[config.mk]
export PLATFORM = sky130hd
export DESIGN_NAME = bcd_timer
export DESIGN_NICKNAME = d
export VERILOG_FILES = /design/src/rtl/bcd_timer.sv
export SDC_FILE = /design/constraint.sdc
export NUM_CORES = 1
export LEC_CHECK = 0
export ABC_AREA = 1
export BUFFER_PORTS_ARGS = -buffer_cell sky130_fd_sc_hd__buf_2
export CORE_MARGIN = 1
export CORE_UTILIZATION = 40
export CTS_BUF_LIST = sky130_fd_sc_hd__clkbuf_8
export CTS_CLUSTER_SIZE = 40
export DETAILED_ROUTE_END_ITERATION = 16
export HOLD_SLACK_MARGIN = 0.02
export SETUP_SLACK_MARGIN = 0.2
export SYNTH_ARGS = -nofsm -noshare
export SYNTH_HDL_FRONTEND = slang
export SYNTH_SLANG_ARGS = --single-unit
[constraint.sdc]
create_clock -name clk -period 2 [get_ports clk]
set_input_delay 0.4 -clock clk [delete_from_list [all_inputs] [get_ports clk]]
set_output_delay 0.4 -clock clk [all_outputs]
set_load 0.05 [all_outputs]
[src/rtl/bcd_timer.sv]
// ---------------------------------------------------------------------------
// bcd_timer
//
// Four-digit MM:SS BCD countdown timer for the magnetron controller.
// Digits are entered one key at a time from the keypad BCD encoder. Each
// accepted key shifts the register left by one digit. While the magnetron
// enable is high, the register counts down by one second per prescaled tick.
//
// Ports
//   clk       in   system clock, rising-edge active
//   clearn    in   asynchronous active-low reset, doubles as the "clear" key
//   D[3:0]    in   BCD digit from the keypad encoder
//   loadn     in   active-low level: digit on D is valid
//   en        in   1 = magnetron on: countdown runs and key loads are blocked
//   sec_ones  out  BCD seconds units
//   sec_tens  out  BCD seconds tens
//   min_ones  out  BCD minutes units
//   min_tens  out  BCD minutes tens
//   zero      out  all four digits are 0 (combinational from the digit regs)
//   done      out  one-cycle pulse after a countdown step lands on 00:00
//
// Parameters
//   TICK_DIV       clk cycles per countdown step (>= 2)
//   SEC_TENS_WRAP  value loaded into the seconds-tens digit on a borrow
// ---------------------------------------------------------------------------
module bcd_timer #(
    parameter int TICK_DIV      = 100,
    parameter int SEC_TENS_WRAP = 5
) (
    input  logic       clk,
    input  logic       clearn,
    input  logic [3:0] D,
    input  logic       loadn,
    input  logic       en,
    output logic [3:0] sec_ones,
    output logic [3:0] sec_tens,
    output logic [3:0] min_ones,
    output logic [3:0] min_tens,
    output logic       zero,
    output logic       done
);

    // Prescaler width: enough bits to hold TICK_DIV-1.
    localparam int          PW        = (TICK_DIV > 2) ? $clog2(TICK_DIV) : 1;
    localparam logic [PW-1:0] PRE_LAST = PW'(TICK_DIV - 1);
    localparam logic [3:0]  TENS_WRAP = 4'(SEC_TENS_WRAP);

    // -----------------------------------------------------------------------
    // State registers
    // -----------------------------------------------------------------------
    logic [3:0]    sec_ones_q, sec_ones_d;
    logic [3:0]    sec_tens_q, sec_tens_d;
    logic [3:0]    min_ones_q, min_ones_d;
    logic [3:0]    min_tens_q, min_tens_d;
    logic [PW-1:0] presc_q,    presc_d;
    logic          loadn_q;
    logic          done_q,     done_d;

    // -----------------------------------------------------------------------
    // Combinational helpers
    // -----------------------------------------------------------------------
    logic       zero_w;
    logic       load_evt;
    logic       run;
    logic       tick;
    logic [3:0] dec_sec_ones;
    logic [3:0] dec_sec_tens;
    logic [3:0] dec_min_ones;
    logic [3:0] dec_min_tens;
    logic       dec_is_zero;

    assign zero_w = (sec_ones_q == 4'd0) && (sec_tens_q == 4'd0) &&
                    (min_ones_q == 4'd0) && (min_tens_q == 4'd0);

    // Falling edge of loadn, only with the magnetron off and a legal BCD
    // digit. Edges seen while en=1 or with D>9 are simply lost, not queued.
    assign load_evt = loadn_q && !loadn && !en && (D <= 4'd9);

    // The prescaler only advances while there is something to count down.
    assign run  = en && !zero_w;
    assign tick = run && (presc_q == PRE_LAST);

    // BCD ripple-borrow decrement of the whole register. Only used when
    // zero_w is low, so the minutes-tens digit is never 0 when it is
    // borrowed from. Non-canonical seconds (e.g. 99) are decremented as-is.
    always_comb begin
        dec_sec_ones = sec_ones_q;
        dec_sec_tens = sec_tens_q;
        dec_min_ones = min_ones_q;
        dec_min_tens = min_tens_q;
        if (sec_ones_q != 4'd0) begin
            dec_sec_ones = sec_ones_q - 4'd1;
        end else begin
            dec_sec_ones = 4'd9;
            if (sec_tens_q != 4'd0) begin
                dec_sec_tens = sec_tens_q - 4'd1;
            end else begin
                dec_sec_tens = TENS_WRAP;
                if (min_ones_q != 4'd0) begin
                    dec_min_ones = min_ones_q - 4'd1;
                end else begin
                    dec_min_ones = 4'd9;
                    dec_min_tens = min_tens_q - 4'd1;
                end
            end
        end
    end

    assign dec_is_zero = (dec_sec_ones == 4'd0) && (dec_sec_tens == 4'd0) &&
                         (dec_min_ones == 4'd0) && (dec_min_tens == 4'd0);

    // -----------------------------------------------------------------------
    // Next-state logic
    // -----------------------------------------------------------------------
    always_comb begin
        sec_ones_d = sec_ones_q;
        sec_tens_d = sec_tens_q;
        min_ones_d = min_ones_q;
        min_tens_d = min_tens_q;
        presc_d    = '0;
        done_d     = 1'b0;

        // load_evt needs en=0 and tick needs en=1, so they never coincide.
        if (load_evt) begin
            min_tens_d = min_ones_q;
            min_ones_d = sec_tens_q;
            sec_tens_d = sec_ones_q;
            sec_ones_d = D;
        end else if (tick) begin
            sec_ones_d = dec_sec_ones;
            sec_tens_d = dec_sec_tens;
            min_ones_d = dec_min_ones;
            min_tens_d = dec_min_tens;
            done_d     = dec_is_zero;
        end

        // Cleared whenever the countdown is paused or idle, so each resume
        // starts a full period.
        if (run) begin
            presc_d = tick ? '0 : presc_q + PW'(1);
        end
    end

    always_ff @(posedge clk or negedge clearn) begin
        if (!clearn) begin
            sec_ones_q <= 4'd0;
            sec_tens_q <= 4'd0;
            min_ones_q <= 4'd0;
            min_tens_q <= 4'd0;
            presc_q    <= '0;
            loadn_q    <= 1'b1;
            done_q     <= 1'b0;
        end else begin
            sec_ones_q <= sec_ones_d;
            sec_tens_q <= sec_tens_d;
            min_ones_q <= min_ones_d;
            min_tens_q <= min_tens_d;
            presc_q    <= presc_d;
            loadn_q    <= loadn;
            done_q     <= done_d;
        end
    end

    // -----------------------------------------------------------------------
    // Outputs
    // -----------------------------------------------------------------------
    assign sec_ones = sec_ones_q;
    assign sec_tens = sec_tens_q;
    assign min_ones = min_ones_q;
    assign min_tens = min_tens_q;
    assign zero     = zero_w;
    assign done     = done_q;

endmodule

* After elaboration in Yosys (flattened, before gate mapping) *
Index checks and enable logic that the tools add are counted.

operators by class
  $add $sub $neg = 5
  order comparisons = 1
  eq/ne operators = 1
  muxes and demuxes = 21
  reduce and logical (&&, ||, !) cells = 26

operators with widths
  kind                                               number
  2-to-1 mux 4 bit                                   17
  logical NOT 4 bit                                  8
  subtractor 4 x 1 -> 4 bit (second input constant)  4
  2-to-1 mux 7 bit                                   2
  nonzero test 4 bit                                 3
  logical AND 1 bit                                  11
  adder 7 x 1 -> 7 bit (second input constant)       1
  equality test 7 bit (second input constant)        1
  <= comparator 4 bit (second input constant)        1
  logical NOT 1 bit                                  3
  2-to-1 mux 1 bit                                   2
  nonzero test 2 bit                                 1

storage, ports and cells
  register bits = 25
  bits of input ports = 8
  output and inout port bits = 18
  logic and storage cells = 61

* Longest topological paths before layout *
  depth in word-level cells = 9
  mapped depth = 11
  depth with buffers taken out = 11

* Least setup slack after synthesis *
No wires, ideal clock.

  path kind = register -> output
  start point = reg min_tens_q[1] (netlist: min_tens[1])
  end point = out zero
  arrival time = 1632 ps
  required time = 1600 ps
  slack = -32 ps
  cell stages (with the launch flop) = 6
  path buffers = 0
  cell sequence = dfrtp_1 -> inv_1 -> ha_1 -> nor3b_1 -> nand3_4 -> inv_1

on the way
  word-level cells in the longest chain between the ends = 2

ends and longest elaborated chain
  item                      line  text
  start: declaration        54    logic [3:0] min_tens_q, min_tens_d;
  start signal: assignment  157   min_tens_q <= min_tens_d;
  logical NOT 4 bit         73    (min_ones_q == 4'd0) && (min_tens_q == 4'd0);
  logical AND 1 bit         73
  end: declaration          39    output logic zero,

Every way passes these cells.

* Final worst setup path *
  start point = reg min_tens_q[0] (netlist: min_tens[0])
  end point = out zero

The elaborated chain is that of the path after synthesis.

==> qor.yml <==
run_status:
  status: "finished, final reports clean"
finish:
  drive_gt1_frac: 0.3222
  finalNetCount: 282
  multi_input_area_sq_um: 965.9
  layout_common_cells: "nand2_1 (68), inv_1 (25), buf_2 (24), nor2_1 (20), dfrtp_1 (19)"
  layout.cells.non_filler: 320
  diodes: 0
  final_area_sq_um: 2123
  fillers: 391
  mostFrequentLayoutCell: "nand2_1"
  layout.area.seq_sq_um: 633.1
  area_growth_pct: 26.55
clocking:
  cts_tree: "yes"
  clkSinkCount: 25
  root_buffer: "clkbuf_8"
  clk_pin_slew_ns: 0.08
  clock_latency_ns: 0.27
  h-tree-depth: 1
  cts_buffers: 3
  cts_max_path_buffers: 2
detailed_routing:
  routed_wl_mm: 4.147
  ant_nets: 0
  drtIter0Drc: 74
  via_per_inst: 4.966
  vias: 1589
  wl_per_cell_um: 12.96
  route.detailed.drc: 0
  first_pass_iters: 4
synthesis:
  synth_fp_nets: 240
  synth.distinct_cells: 31
  syn_area_sq_um: 1678
  synth_top_area_frac: 0.3579
  yosys_register_bits: 25
  synthTopCellsByArea: "dfrtp_1 (36%), nand2_1 (15%), inv_1 (6.5%), o21ai_2 (6.3%), nor2_1 (5.1%)"
  yosysWarningCount: 0
  yosysSeqAreaShare: 0.3736
  syn_area_per_cell_sq_um: 7.327
  synth_top_area_cell: "dfrtp_1"
  postSynthCellCount: 229
worst_setup_path:
  reg2reg_depth: 10
  required_ns: 1.60
  crit_type: "reg2out"
  crit_path_max_fanout: 3
  cp-end-kind: "output pin"
  arrival_ns: 1.45
  r2r_slack_ns: 0.27
  r2r-start: "min_tens[0]"
  r2r-end: "min_tens[1]"
  critPathLaunchType: "flop"
placed_design:
  io_buffers: 25
  dpl.hpwl_mm: 2.933
  dp_slack_ns: 0.2129
  dp_cells: 304
  dpl_cell_area_sq_um: 1894
  place.gp.congestion: 0.8636
power:
  vdd_drop_max_uv: 668.7
  p_leak_nw: 1.047
  p_switching_mw: 1.711
  total_power_mw: 3.175
  power_density_nw_per_um2: 1495
  pwr-share-comb: 0.640
  switching_share: 0.5387
  seq_power_share: 0.266
  power_frac_clock: 0.094
  internal_power_mw: 1.465
sta:
  period_minus_slack_ns: 1.850
  rsz0062_at_grt: "yes"
  finalCritPeriodShare: 0.9252
  tns_ns: 0
  setup_violations: 0
  worst_pin_slew_ns: 0.5821
  hold_viol_final: 0
  fin_skew_ns: 0.003601
  relSlewSlack: 0.6119
  setup_slack_ns: 0.1496
  fmax_mhz: 540.4
  final-max-slew-violation-count: 0
global_routing:
  grt_pass1_wl_mm: 6.748
  antenna_found_initial: 0
  grt_remaining_overflow: 0
  first_global_vias: 1435
  track_usage: 0.2017
  grt_start_max_net_pins: 26
floorplan:
  die_x_um: 66.77
  core_area_sq_um: 4000
  dieArea_sq_um: 4458
  fp.dieH_um: 66.77
  rows: 23
  pin_count: 26
  start_util: 0.4195
min_path:
  hp-class: "in2async"
job:
  max_cap_violations: 0
[registers in the layout, indices dropped and copies added, names as in the netlist]
signal    count
done          1
loadn_q       1
min_ones      4
min_tens      4
presc_q       7
sec_ones      4
sec_tens      4
[worst max-delay path, cell delays in order (launching register included)]
cell and delay (ns):
dfrtp_2 0.43, inv_4 0.08, ha_4 0.12, nor3b_4 0.22, nand3_4 0.12, clkinvlp_4 0.09
buf_8 0.13
[power by group through the flow]
stage	clock [mW]	sequential, mW	combinational, mW
2_1_floorplan	0	1.30	0.956
3_3_place_gp	0	0.849	1.82
3_5_place_dp	0	0.846	1.82
4_1_cts	0.320	0.837	1.98
5_1_grt	0.336	0.875	2.20
6_report	0.298	0.844	2.03
[final cells by class]
type / instances / area share
multi-input combinational: 171 / 0.4549
sequential: 25 / 0.2982
timing repair buffer: 41 / 0.1402
inverter: 29 / 0.05598
tap: 50 / 0.02946
clock buffer: 3 / 0.01945
clock inverter: 1 / 0.001768
[cell families after synthesis]
logic type	synth area share
simple gates	0.3639
compound gates	0.1335
buf+inv	0.08575
flops	0.3736
xor+xnor	0.02088
fa+ha+maj	0.02237
[worst max path at each step]
| stage | from | to | slack [ns] | depth (start not counted) |
|---|---|---|---|---|
| global route | min_tens[0] | zero | 0.09 | 6 |
| global placement | min_ones[1] | zero | 0.24 | 6 |
| finish | min_tens[0] | zero | 0.15 | 6 |
| floorplan | sec_tens[0] | zero | 0.20 | 5 |
| CTS | min_tens[0] | zero | 0.14 | 6 |
| detailed placement | min_tens[0] | zero | 0.21 | 6 |
[what timing repair did]
action	4_1_cts	5_1_grt
hold buffers	0	0
cloned	0	2
endpoints found under the hold margin	0	0
resized for setup	11	6
pin swaps	4	4
setup buffers	6	4
setup endpoints to repair	1	14
[synth_stat cells]
cell type and count:
or2_2 2, o21ai_1 2, nand3_2 1, o31ai_1 1
o21ai_2 12, nand2_4 2, nand3_4 1, nand2_1 68
o21a_1 1, o21ai_0 12, buf_6 2, a31oi_1 1
clkbuf_1 2, nor2_8 1, o21bai_1 1, nor3_1 4
dfrtp_1 24, buf_2 1, nor3b_1 2, nand2_2 5
xor2_1 3, nor2_1 23, nor4_1 1, dfstp_2 1
nand3_1 12, inv_1 29, ha_1 3, xnor2_1 1
nand4_1 5, a21oi_1 4, nor2_4 2
[routing by layer]
metal	track usage	vias up	wire length [um]
met4	0.06915	0	64
met1	0.2874	733	2031
met3	0.02568	7	146
met2	0.3106	37	1905
met5	0	-	0
li1	-	812	-
[metrics by stage]
stage,util,hold WS [ns]
after floorplan,-,0.1044
after global placement,0.4736,0.4356
after detailed placement,0.4736,0.4363
after CTS,0.5045,0.1329
after global routing,0.5308,0.1547
final,0.5308,0.1228
Power figures use the tool's default switching activity.
